### config.mk
export PLATFORM = sky130hd
export DESIGN_NAME = audiodac_fifo_flat
export DESIGN_NICKNAME = d
export VERILOG_FILES = /design/src/rtl/audiodac_pkg.sv /design/src/rtl/audiodac_fifo_if.sv /design/src/rtl/audiodac_fifo_mem.sv /design/src/rtl/audiodac_fifo.sv /design/src/flat_wrapper.sv
export SDC_FILE = /design/constraint.sdc
export NUM_CORES = 1
export LEC_CHECK = 0
export CAP_MARGIN = 5
export CORE_MARGIN = 4
export CORE_UTILIZATION = 35
export DETAILED_ROUTE_END_ITERATION = 10
export GPL_TIMING_DRIVEN = 0
export PLACE_DENSITY_LB_ADDON = 0.15
export SETUP_SLACK_MARGIN = 0.02
export SLEW_MARGIN = 40
export SYNTH_ARGS = -nofsm -noshare
export SYNTH_HDL_FRONTEND = slang
export SYNTH_SLANG_ARGS = --single-unit
### constraint.sdc
create_clock -name clk_i -period 6 [get_ports clk_i]
set_input_delay 0.6 -clock clk_i [delete_from_list [all_inputs] [get_ports clk_i]]
set_output_delay 0.6 -clock clk_i [all_outputs]
set_load 0.05 [all_outputs]
### src/rtl/audiodac_pkg.sv
`default_nettype none
// ============================================================================
// Module : audiodac_pkg
// Brief  : Shared constants for the audio DAC datapath (FIFO, modulator, bus).
// Rev    : 1.0  initial release
// ============================================================================
package audiodac_pkg;

    localparam int DEFAULT_BW         = 16;
    localparam int DEFAULT_DEPTH_LOG2 = 5;
    localparam logic [DEFAULT_BW-1:0] DATA_MID = {1'b1, {(DEFAULT_BW-1){1'b0}}};

endpackage : audiodac_pkg
`default_nettype wire

### src/rtl/audiodac_fifo_if.sv
`default_nettype none
// ============================================================================
// Module : audiodac_fifo_if
// Brief  : Host/modulator side bundle of the audio sample FIFO.
// Rev    : 1.0  initial release
// ============================================================================
interface audiodac_fifo_if
    import audiodac_pkg::*;
#(
    parameter int BW         = DEFAULT_BW,
    parameter int DEPTH_LOG2 = DEFAULT_DEPTH_LOG2
);
    logic [BW-1:0]         wr_data_i;
    logic                  wr_en_i;
    logic                  rd_i;
    logic [BW-1:0]         data_o;
    logic                  full_o;
    logic                  empty_o;
    logic [DEPTH_LOG2:0]   level_o;
    logic [DEPTH_LOG2-1:0] thresh_i;
    logic                  irq_o;
    logic                  clr_i;
    logic                  overflow_o;
    logic                  underflow_o;

    modport master (
        output wr_data_i, wr_en_i, rd_i, thresh_i, clr_i,
        input  data_o, full_o, empty_o, level_o, irq_o, overflow_o, underflow_o
    );

    modport slave (
        input  wr_data_i, wr_en_i, rd_i, thresh_i, clr_i,
        output data_o, full_o, empty_o, level_o, irq_o, overflow_o, underflow_o
    );
endinterface : audiodac_fifo_if
`default_nettype wire

### src/rtl/audiodac_fifo_mem.sv
`default_nettype none
// ============================================================================
// Module : audiodac_fifo_mem
// Brief  : Simple dual-port register array, one write port, registered read.
// Rev    : 1.0  initial release
// ============================================================================
module audiodac_fifo_mem #(
    parameter int BW = 16,
    parameter int AW = 5
) (
    input  wire logic          clk,
    input  wire logic          we,
    input  wire logic [AW-1:0] waddr,
    input  wire logic [BW-1:0] wdata,
    input  wire logic          re,
    input  wire logic [AW-1:0] raddr,
    output logic      [BW-1:0] rdata
);
    logic [BW-1:0] mem [2**AW];

    always_ff @(posedge clk) begin
        if (we) mem[waddr] <= wdata;
        if (re) rdata <= mem[raddr];
    end
endmodule : audiodac_fifo_mem
`default_nettype wire

### src/rtl/audiodac_fifo.sv
`default_nettype none
// ============================================================================
// Module : audiodac_fifo
// Brief  : Sample FIFO feeding the delta-sigma modulator; holds last sample on
//          underrun, with level/irq status and sticky over/underflow flags.
// Rev    : 1.0  initial release
// ============================================================================
module audiodac_fifo
    import audiodac_pkg::*;
#(
    parameter int BW         = DEFAULT_BW,
    parameter int DEPTH_LOG2 = DEFAULT_DEPTH_LOG2
) (
    input  wire logic clk_i,
    input  wire logic rst_n_i,
    audiodac_fifo_if.slave bus
);
    localparam int                  DEPTH    = 1 << DEPTH_LOG2;
    localparam logic [DEPTH_LOG2:0] PTR_ONE  = 1;
    localparam logic [DEPTH_LOG2:0] LVL_FULL = DEPTH[DEPTH_LOG2:0];
    localparam logic [BW-1:0]       MID      = {1'b1, {(BW-1){1'b0}}};

    logic [DEPTH_LOG2:0] wr_ptr;
    logic [DEPTH_LOG2:0] rd_ptr;
    logic [DEPTH_LOG2:0] level;
    logic                full;
    logic                empty;
    logic                push;
    logic                pop;
    logic                overflow;
    logic                underflow;
    logic                mem_valid;
    logic [BW-1:0]       mem_q;

    assign level = wr_ptr - rd_ptr;
    assign full  = (level == LVL_FULL);
    assign empty = (level == '0);
    assign push  = bus.wr_en_i && !full;
    assign pop   = bus.rd_i && !empty;

    audiodac_fifo_mem #(
        .BW (BW),
        .AW (DEPTH_LOG2)
    ) u_mem (
        .clk   (clk_i),
        .we    (push),
        .waddr (wr_ptr[DEPTH_LOG2-1:0]),
        .wdata (bus.wr_data_i),
        .re    (pop),
        .raddr (rd_ptr[DEPTH_LOG2-1:0]),
        .rdata (mem_q)
    );

    // The array has no reset, so mem_valid masks its stale read register with
    // midscale until the first real pop after reset.
    always_ff @(posedge clk_i or negedge rst_n_i) begin
        if (!rst_n_i) begin
            wr_ptr    <= '0;
            rd_ptr    <= '0;
            mem_valid <= 1'b0;
            overflow  <= 1'b0;
            underflow <= 1'b0;
        end else begin
            if (push) wr_ptr <= wr_ptr + PTR_ONE;
            if (pop) begin
                rd_ptr    <= rd_ptr + PTR_ONE;
                mem_valid <= 1'b1;
            end
            overflow  <= (overflow  && !bus.clr_i) || (bus.wr_en_i && full);
            underflow <= (underflow && !bus.clr_i) || (bus.rd_i && empty);
        end
    end

    assign bus.data_o      = mem_valid ? mem_q : MID;
    assign bus.level_o     = level;
    assign bus.full_o      = full;
    assign bus.empty_o     = empty;
    assign bus.irq_o       = (level <= {1'b0, bus.thresh_i});
    assign bus.overflow_o  = overflow;
    assign bus.underflow_o = underflow;
endmodule : audiodac_fifo
`default_nettype wire

### src/flat_wrapper.sv
// flat-port wrapper written by rule: the top's interface ports become plain ports
module audiodac_fifo_flat import audiodac_pkg::*;
#(
    parameter int BW         = DEFAULT_BW,
    parameter int DEPTH_LOG2 = DEFAULT_DEPTH_LOG2
)
  (clk_i, rst_n_i, bus_wr_data_i, bus_wr_en_i, bus_rd_i, bus_thresh_i, bus_clr_i, bus_data_o, bus_full_o, bus_empty_o, bus_level_o, bus_irq_o, bus_overflow_o, bus_underflow_o);
  audiodac_fifo_if #(.BW(BW), .DEPTH_LOG2(DEPTH_LOG2)) bus_i ();
  input  wire logic clk_i;
  input  wire logic rst_n_i;
  input wire logic [$bits(bus_i.wr_data_i)-1:0] bus_wr_data_i;
  input wire logic [$bits(bus_i.wr_en_i)-1:0] bus_wr_en_i;
  input wire logic [$bits(bus_i.rd_i)-1:0] bus_rd_i;
  input wire logic [$bits(bus_i.thresh_i)-1:0] bus_thresh_i;
  input wire logic [$bits(bus_i.clr_i)-1:0] bus_clr_i;
  output wire logic [$bits(bus_i.data_o)-1:0] bus_data_o;
  output wire logic [$bits(bus_i.full_o)-1:0] bus_full_o;
  output wire logic [$bits(bus_i.empty_o)-1:0] bus_empty_o;
  output wire logic [$bits(bus_i.level_o)-1:0] bus_level_o;
  output wire logic [$bits(bus_i.irq_o)-1:0] bus_irq_o;
  output wire logic [$bits(bus_i.overflow_o)-1:0] bus_overflow_o;
  output wire logic [$bits(bus_i.underflow_o)-1:0] bus_underflow_o;
  assign bus_i.wr_data_i = bus_wr_data_i;
  assign bus_i.wr_en_i = bus_wr_en_i;
  assign bus_i.rd_i = bus_rd_i;
  assign bus_i.thresh_i = bus_thresh_i;
  assign bus_i.clr_i = bus_clr_i;
  assign bus_data_o = bus_i.data_o;
  assign bus_full_o = bus_i.full_o;
  assign bus_empty_o = bus_i.empty_o;
  assign bus_level_o = bus_i.level_o;
  assign bus_irq_o = bus_i.irq_o;
  assign bus_overflow_o = bus_i.overflow_o;
  assign bus_underflow_o = bus_i.underflow_o;
  audiodac_fifo #(.BW(BW), .DEPTH_LOG2(DEPTH_LOG2)) u_core (.clk_i(clk_i), .rst_n_i(rst_n_i), .bus(bus_i));
endmodule
Word level (Yosys, flattened, before mapping)
Memory sizes are Yosys's and may differ from the RTL's. A register that Yosys moved wholly into a read port is not among the register bits.
Cells that the tools add are included.
{"block": "word_totals", "mem_bits_rw": 512, "reg_bits": 15, "word_cells": 26, "in_bits": 26, "mem_count": 1}
{"block": "op_classes", "n_lt_le_gt_ge": 1, "n_reduce_logical": 12, "n_eq_ne": 1, "addsub": 3, "mux": 3}
{"name": "u_core.u_mem.mem", "words": 32, "width": 16, "read_ports": 1, "rd_clocked_by_memory_dff": 1, "wr": 1, "line_no": "audiodac_fifo_mem.sv:19", "rtl": "logic [BW-1:0] mem [2**AW];"}
{"operator": "$mux W16", "count": 1}
{"operator": "$add A6 B1 Y6 const B", "count": 2}
{"operator": "$eq A6 B6 Y1 const B", "count": 1}
{"operator": "$le A6 B5 Y1", "count": 1}
{"operator": "$logic_and A1 B1 Y1", "count": 6}
{"operator": "$logic_not A6 Y1", "count": 1}
{"operator": "$sub A6 B6 Y6", "count": 1}
{"operator": "$logic_not A1 Y1", "count": 3}
{"operator": "$logic_or A1 B1 Y1", "count": 2}
{"operator": "$mux W1", "count": 2}

Logic depth before layout (Yosys ltp)
Gate-level depths: netlist of run 1.
{"block": "logic_depth", "depth_word": 6, "depth_mapped": 13, "depth_no_buf": 12}

Hierarchy
A second synthesis of run 1 with hierarchy kept.
{"block": "unflattened", "hier_cells": 1271, "area_unflattened_um2": 21886.0}
{"module": "audiodac_fifo_mem", "n_inst": 1, "area_each_um2": 20696.1, "cells_each": 1143}
{"module": "audiodac_fifo", "n_inst": 1, "area_each_um2": 1189.9, "cells_each": 128}

Worst setup path after synthesis of run 1
OpenSTA, ideal clock, no wires.
{"block": "synth_path", "kind": "reg2out", "start": "register u_core.rd_ptr[1]", "end": "output port bus_irq_o", "path_buffers": 3, "slack_ns": 1.332, "required_ns": 5.400, "path_stages_with_launch": 14, "arrival_time_ns": 4.068, "cell_sequence": "dfrtp_1 -> clkbuf_1 -> buf_2 -> buf_1 -> inv_1 -> ha_1 -> nor2b_1 -> o22ai_1 -> xnor2_1 -> ha_1 -> o21a_1 -> o21ai_0 -> nand2b_1 -> a21oi_1"}
{"block": "synth_between", "elab_chain_cells": 2}
{"element": "start: declaration", "line_no": "audiodac_fifo.sv:24", "rtl": "logic [DEPTH_LOG2:0] rd_ptr;"}
{"element": "start signal: assignment", "line_no": "audiodac_fifo.sv:66", "rtl": "rd_ptr <= rd_ptr + PTR_ONE;"}
{"element": "$sub A6 B6 Y6", "line_no": "audiodac_fifo.sv:35", "rtl": "assign level = wr_ptr - rd_ptr;"}
{"element": "via bus_level_o[3]", "line_no": "flat_wrapper.sv:19", "rtl": "output wire logic [$bits(bus_i.level_o)-1:0] bus_level_o;"}
{"element": "$le A6 B5 Y1", "line_no": "audiodac_fifo.sv:78", "rtl": "assign bus.irq_o = (level <= {1'b0, bus.thresh_i});"}
{"element": "end: declaration", "line_no": "flat_wrapper.sv:20", "rtl": "output wire logic [$bits(bus_i.irq_o)-1:0] bus_irq_o;"}
The timed path passes the listed nets, and every way through them passes these cells.

Worst setup path after layout of run 1
{"block": "layout_path", "start": "register u_core.rd_ptr[1]", "end": "output port bus_irq_o"}
{"block": "layout_between", "elab_chain_cells": 2}
{"element": "$sub A6 B6 Y6", "line_no": "audiodac_fifo.sv:35"}
{"element": "$le A6 B5 Y1", "line_no": "audiodac_fifo.sv:78"}
Every way passes these cells.

==> results by group, run 1 <==
Synthesis
  • Synth Cell Area: 21,200 um2
  • Top post-synthesis cells by area: edfxtp_1 (75%), mux4_2 (17%), dfrtp_1 (1.8%)
  • Cell taking the most area after synthesis: edfxtp_1
  • Net Count, Synth: 994
  • Warnings, synthesis: 0
  • Mean Syn Cell Area: 22.3 um2
  • Yosys cell types: between 40 and 50
  • Syn Inst Count: approximately 950
  • EDFF count, synth: 528
  • Post-synthesis sequential area ratio: 76.5%
  • Synth top area share: 74.7%
  • Synth Register Bits: between 500 and 600
  • Most used DFF post-synth: edfxtp_1
  • Async S/R FF share, synth: 2.76%

Drt
  • Detail Route Antenna Nets: 0
  • TritonRoute pass-1 iters: 5
  • Via count: roughly 9,900
  • Via/cell ratio: 5.14
  • Detailed-route DRC error count: 0
  • Average wire per standard cell: 27.4 um
  • WL final: 52,500 um
  • Initial DRC Count: 832

CTS
  • Max clock buf depth: 3
  • CTS tree: done
  • Root buffer cell: clkbuf_16
  • Num CTS Buffers: 57
  • H-tree depth: 2
  • CTS sink count: between 500 and 600
  • Later-pin clock latency in the skew report: 0.60 ns
  • Clock transition at path regs: 0.06 ns
  • Setup Fix Bufs, Post-CTS: 0

Power and ir drop
  • Pwr dens: 502 nW/um2
  • Worst vdd ir: 0.437 mV
  • LEAKAGE: 8.11 nW

Setup path
  • Critical path class: reg -> out
  • Reg2Reg Depth: 12
  • CP startpoint kind: flip-flop
  • FF-to-FF Start: u_core.rd_ptr[1]
  • Worst r2r dst: u_core.u_mem.mem[11][1]
  • CP Max Fanout: 10
  • Critical Path RT: 5.40 ns
  • Critical path arrival: 4.87 ns
  • Worst Setup End Kind: output pin
  • R2r setup slk: 1.44 ns

Cells and area
  • Fin nets: approximately 1,100
  • Area delta synth->final: 19.7%
  • Share of cells above drive strength 1: 32.2%
  • Final core utilization: 42.2%

Min path
  • Worst hold path type: in -> async

Global routing
  • Vias in the first global route: a little over 10,000
  • Largest net degree at the start of global routing: 33
  • First-pass GRT wire length: 75,700 um
  • GRT Residual Overflow: 0
  • Initial antenna violation count: 1
  • Total GRT Usage: 16.5%

Status
  • Outcome: complete, no violations

Timing
  • Final setup viols: 0
  • TNS Setup: 0 ns
  • Clock Skew: roughly 0.021 ns
  • Pins Over Slew Limit: 0
  • Slew headroom: 41.4%
  • Clock period minus worst slack: approximately 5.5 ns
  • Unrepaired setup endpoints after global routing: false
  • Fmax: 183 MHz
  • Final worst path period share: 91.2%
  • Least-Margin Pin Slew: ~0.88 ns
  • Final hold violation count: 0

Floorplanning
  • Die W: between 200 and 300 um
  • I/O pin cnt: 53
  • Starting density of the core: 35.2%
  • Die Ht: 254 um
  • Core area: 60,200 um2
  • Rows: 90
  • Die area: 64,600 um2

Place
  • Hpwl dp: 35,100 um
  • Placer Congestion: 0.739
  • Buffers added on ports: 51

Run
  • Maximum Capacitance Violations: 0
cells by family after synthesis:
family                   Yosys count  synth area share (%)
AO/OA/AOI/OAI                     17                 0.648
XOR/XNOR                          13                 0.536
adder cells (fa/ha/maj)           16                 0.979
buffers and inverters             63                  1.23
flip-flops                       543                  76.5
multiplexers                     164                  17.2
AND/OR/NAND/NOR                  136                  2.93
critical path, cell delays in order, from the launching register on:
cell and delay, ns:
dfrtp_1 0.35, clkbuf_1 0.21, buf_2 0.26, buf_1 0.57, inv_1 0.18, fa_1 0.47
a21o_1 0.18, a21oi_1 0.18, xor2_1 0.26, inv_2 0.11, ha_1 0.31, and3_1 0.15
nand3_1 0.08, a21oi_1 0.15, clkdlybuf4s50_1 0.82
timing repair:
| item | in CTS | in global routing |
|---|---|---|
| hold buffers | 0 | 1 |
| hold endpoints to repair | 0 | 15 |
| resized for setup | 0 | 0 |
flip-flops by register name, summed over array words and instances, names as in the netlist:
register and cells:
u_core.bus.overflow_o 1, u_core.wr_ptr 6, u_core.u_mem.mem 512, u_core.rd_ptr 6
u_core.mem_valid 1, u_core.bus.underflow_o 1, u_core.u_mem.rdata 16
stage by stage:
step	instances	cell area [um2]	hold slack [ns]	setup slack [ns]	total power [mW]
4_1_cts	1916	25400	0.448	0.461	12.9
5_1_grt	1917	25400	0.474	0.177	13.3
3_3_place_gp	1785	22700	0.477	0.341	9.28
2_1_floorplan	952	21200	0.304	1.33	7.73
6_report	1918	25400	0.457	0.527	12.7
3_5_place_dp	1817	23600	0.487	1.09	9.47
power by group:
part           internal, mW  switching, mW
Sequential             4.53         0.0914
Combinational          1.90           2.77
Clock                  2.03           1.41
Total                  8.46           4.28
metal layers:
metal	GRT usage, %	vias up	share of wire [%]
met2	27.1	224	49
met3	2.81	70	4.4
met1	22.9	5320	44
li1	-	4237	-
met4	4.47	2	2.3
met5	0	-	0.017
layout make-up:
cell class	instances	area, um2
clock buffer	68	1470
multi-input combinational	346	4990
timing repair buffer	84	1130
fill	5154	34800
inverter	18	67.6
buffer	45	213
antenna	1	2.50
sequential	543	16200
clock inverter	31	325
tap	782	978
worst max-delay path by stage:
stage	from	cells after the start	slack, ns	end
global placement	u_core.rd_ptr[1]	11	0.34	u_core.u_mem.mem[21][3]
finish	u_core.rd_ptr[1]	14	0.53	bus_irq_o
CTS	u_core.rd_ptr[1]	14	0.46	bus_irq_o
detailed placement	u_core.rd_ptr[1]	14	1.09	bus_irq_o
floorplan	u_core.rd_ptr[1]	13	1.33	bus_irq_o
global route	u_core.rd_ptr[1]	14	0.18	bus_irq_o
synthesized netlist by cell type (all sizes together) (5+ instances only):
master and instances:
edfxtp 528, mux4 160, nand2 53, nor2 37
buf 24, clkbuf 21, inv 18, and2 16
dfrtp 15, ha 15, nand3 7, xnor2 7
xor2 6, o21ai 5
cells in the final DEF (no fill, tap or decap), drive strengths merged, types with 3 or more instances in the layout:
master,synthesis,layout
edfxtp,528,528
mux4,160,160
clkbuf,21,89
buf,24,73
nand2,53,53
nor2,37,37
clkdlybuf4s50,0,34
clkinv,0,22
inv,18,18
and2,16,16
ha,15,15
dfrtp,15,15
xnor2,7,7
bufinv,0,7
nand3,7,7
xor2,6,6
o21ai,5,5
nor3,4,4
nor4,4,4
nand2b,3,3
or2,3,3
mux2,3,3
Power figures use the tool's default switching activity.
==> run 2: changes to the inputs <==
--- a/config.mk
+++ b/config.mk
@@ -10,7 +10,7 @@
 export CORE_UTILIZATION = 35
 export DETAILED_ROUTE_END_ITERATION = 10
 export GPL_TIMING_DRIVEN = 0
-export PLACE_DENSITY_LB_ADDON = 0.15
+export PLACE_DENSITY = 0.49
 export SETUP_SLACK_MARGIN = 0.02
 export SLEW_MARGIN = 40
 export SYNTH_ARGS = -nofsm -noshare
==> results by group, run 2 (synthesis results as in run 1) <==
Timing
  • Final worst setup slack: 0.752 ns (was 0.527 ns)
  • Final setup viols: 0 (unchanged)
  • Clock Skew: 0.0170 ns (was 0.0207 ns)
  • TNS Setup: 0 ns (unchanged)
  • Fmax: 191 MHz (was 183 MHz)
  • Pins Over Slew Limit: 0 (unchanged)
  • Least-Margin Pin Slew: 0.874 ns (was 0.879 ns)
  • Slew headroom: 41.7% (was 41.4%)
  • Final worst path period share: 87.5% (was 91.2%)
  • Fin Hold WS: 0.443 ns (was 0.457 ns)
  • Final hold violation count: 0 (unchanged)
  • Unrepaired setup endpoints after global routing: false (unchanged)
  • Clock period minus worst slack: 5.25 ns (was 5.47 ns)

Setup path
  • CP startpoint kind: flip-flop (unchanged)
  • Worst-path cell chain: clkbuf_1 -> buf_2 -> clkbuf_2 -> inv_1 -> fa_1 -> a21o_1 -> a21oi_1 -> xor2_1 -> inv_2 -> ha_1 -> and3_1 -> nand3_1 -> a21oi_1 -> clkdlybuf4s50_1 (was clkbuf_1 -> buf_2 -> buf_1 -> inv_1 -> fa_1 -> a21o_1 -> a21oi_1 -> xor2_1 -> inv_2 -> ha_1 -> and3_1 -> nand3_1 -> a21oi_1 -> clkdlybuf4s50_1)
  • Critical Path RT: 5.40 ns (about the same)
  • CP peak stage delay: 0.82 ns (about the same)
  • CP Max Fanout: 10 (unchanged)
  • Critical Path Most Common Cell: a21oi_1 (unchanged)
  • CP max stage cell: clkdlybuf4s50_1 (unchanged)
  • Critical path arrival: 4.65 ns (was 4.87 ns)
  • Worst Setup End Kind: output pin (unchanged)
  • Critical path class: reg -> out (unchanged)

Floorplanning
  • Rows: 90 (unchanged)
  • Die area: 64,600 um2 (unchanged)
  • Starting density of the core: 35.2% (unchanged)
  • Die W: 254 um (unchanged)
  • Die Ht: 254 um (unchanged)
  • I/O pin cnt: 53 (unchanged)
  • Core area: 60,200 um2 (unchanged)

Drt
  • TritonRoute pass-1 iters: 5 (unchanged)
  • Via/cell ratio: 5.17 (was 5.14)
  • Average wire per standard cell: 27.1 um (was 27.4 um)
  • WL final: 52,200 um (was 52,500 um)
  • Detailed-route DRC error count: 0 (unchanged)
  • Via count: 9,943 (was 9,853)
  • Initial DRC Count: 1,103 (was 832)
  • Detail Route Antenna Nets: 0 (unchanged)

Run
  • Maximum Capacitance Violations: 0 (unchanged)

Global routing
  • Vias in the first global route: 10,500 (was 10,400)
  • Total GRT Usage: 16.5% (about the same)
  • Initial antenna violation count: 0 (was 1)
  • First-pass GRT wire length: 75,700 um (about the same)
  • GRT Residual Overflow: 0 (unchanged)
  • Largest net degree at the start of global routing: 33 (unchanged)

CTS
  • Post-cts hold buffer count: 0 (unchanged)
  • CTS tree: done (unchanged)
  • Num CTS Buffers: 57 (unchanged)
  • Clock transition at path regs: 0.06 ns (about the same)
  • Max clock buf depth: 3 (unchanged)
  • Root buffer cell: clkbuf_16 (unchanged)
  • H-tree depth: 2 (unchanged)
  • CTS resizes: 0 (unchanged)
  • CTS sink count: 543 (unchanged)
  • Setup Fix Bufs, Post-CTS: 0 (unchanged)
  • Later-pin clock latency in the skew report: 0.61 ns (was 0.60 ns)

Cells and area
  • Most frequent cells in the layout: edfxtp_1 (528), mux4_2 (160), clkbuf_16 (59) (was edfxtp_1 (528), mux4_2 (160), clkbuf_16 (57))
  • Share of cells above drive strength 1: 32.2% (about the same)
  • Footprint of the multi-input gates: 4990 um2 (unchanged)
  • Fin nets: 1,137 (unchanged)
  • Most common cell after layout, fill and taps aside: edfxtp_1 (unchanged)
  • Largest Register: u_core.u_mem.mem (unchanged)
  • Final instance area: 25,400 um2 (about the same)
  • Largest register FFs: 512 (unchanged)
  • Area delta synth->final: 19.9% (was 19.7%)
  • FF/Latch Area: 16,200 um2 (unchanged)
  • Biggest regs: u_core.u_mem.mem (512), u_core.u_mem.rdata (16) (unchanged)
  • Filler Cell Count: 5,194 (was 5,154)

Place
  • Pre-CTS WS: 0.992 ns (was 1.09 ns)
  • Placed Area: 23,600 um2 (about the same)
  • Placer Congestion: 0.743 (was 0.739)
  • Buffers added on ports: 51 (unchanged)
  • Hpwl dp: 34,700 um (was 35,100 um)

Min path
  • Worst hold path type: in -> async (unchanged)

Power and ir drop
  • LEAKAGE: 8.14 nW (was 8.11 nW)
  • Power, Total: 12.8 mW (was 12.7 mW)
  • Pwr dens: 504 nW/um2 (was 502 nW/um2)
  • Worst vdd ir: 0.525 mV (was 0.437 mV)

Status
  • Outcome: complete, no violations (unchanged)
-- run 2: final timing paths --
path,startpoint,endpoint,slack (ns),depth (start not counted)
worst max register to register,u_core.rd_ptr[1],u_core.u_mem.mem[27][9],1.70,12
min in group clk_i,bus_wr_en_i,u_core.wr_ptr[0],0.47,3
worst max-delay path,u_core.rd_ptr[1],bus_irq_o,0.75,14
worst min-delay path,rst_n_i,u_core.bus.overflow_o,0.44,2
max in group asynchronous,rst_n_i,u_core.rd_ptr[2],5.26,2
worst min register to register,u_core.bus.overflow_o,u_core.bus.overflow_o,0.51,1
-- run 2: power breakdown --
part           leakage [nW]  internal [mW]  total [mW]  switching (mW)
logic                  2.27           1.89        4.64            2.76
clock network         0.916           2.12        3.56            1.44
registers              4.95           4.53        4.62          0.0889
total                  8.14           8.54        12.8            4.28
-- run 2: metrics by stage --
stage | utilization (%) | cells
after global placement | 37.7 | 1785
after detailed placement | 39.1 | 1817
after floorplan | - | 952
final | 42.2 | 1924
after global routing | 42.2 | 1923
after CTS | 42.2 | 1922
-- run 2: final cells by class --
class                      instances  share of cell area [%]
inverter                          18                   0.266
antenna                            1                 0.00984
clock inverter                    36                    1.43
sequential                       543                    63.8
multi-input combinational        346                    19.6
timing repair buffer              84                    4.24
buffer                            45                   0.851
tap                              782                    3.85
clock buffer                      69                    5.95
-- run 2: per-layer routing --
metal / wire length [um] / track usage [%] / vias up
met1: 22900 / 22.6 / 5428
met2: 26100 / 27.5 / 194
met3: 2010 / 2.75 / 65
met5: 0 / 0 / -
met4: 1250 / 4.59 / 0
li1: - / - / 4256
-- run 2: worst max-delay path, delay by kind of cell (launching register included) --
kind            cells  cell delay, ns
compound gates      3            0.47
flops               1            0.34
xor+xnor            1            0.26
fa+ha+maj           2            0.75
simple gates        2            0.24
buf+inv             6            1.98
==> run 3: changes to the inputs <==
--- a/config.mk
+++ b/config.mk
@@ -9,6 +9,7 @@
 export CORE_MARGIN = 4
 export CORE_UTILIZATION = 35
 export DETAILED_ROUTE_END_ITERATION = 10
+export GPL_ROUTABILITY_DRIVEN = 1
 export GPL_TIMING_DRIVEN = 0
 export PLACE_DENSITY = 0.49
 export SETUP_SLACK_MARGIN = 0.02
==> results of run 3 <==
Final layout, timing and power as in run 2 (identical DEF).
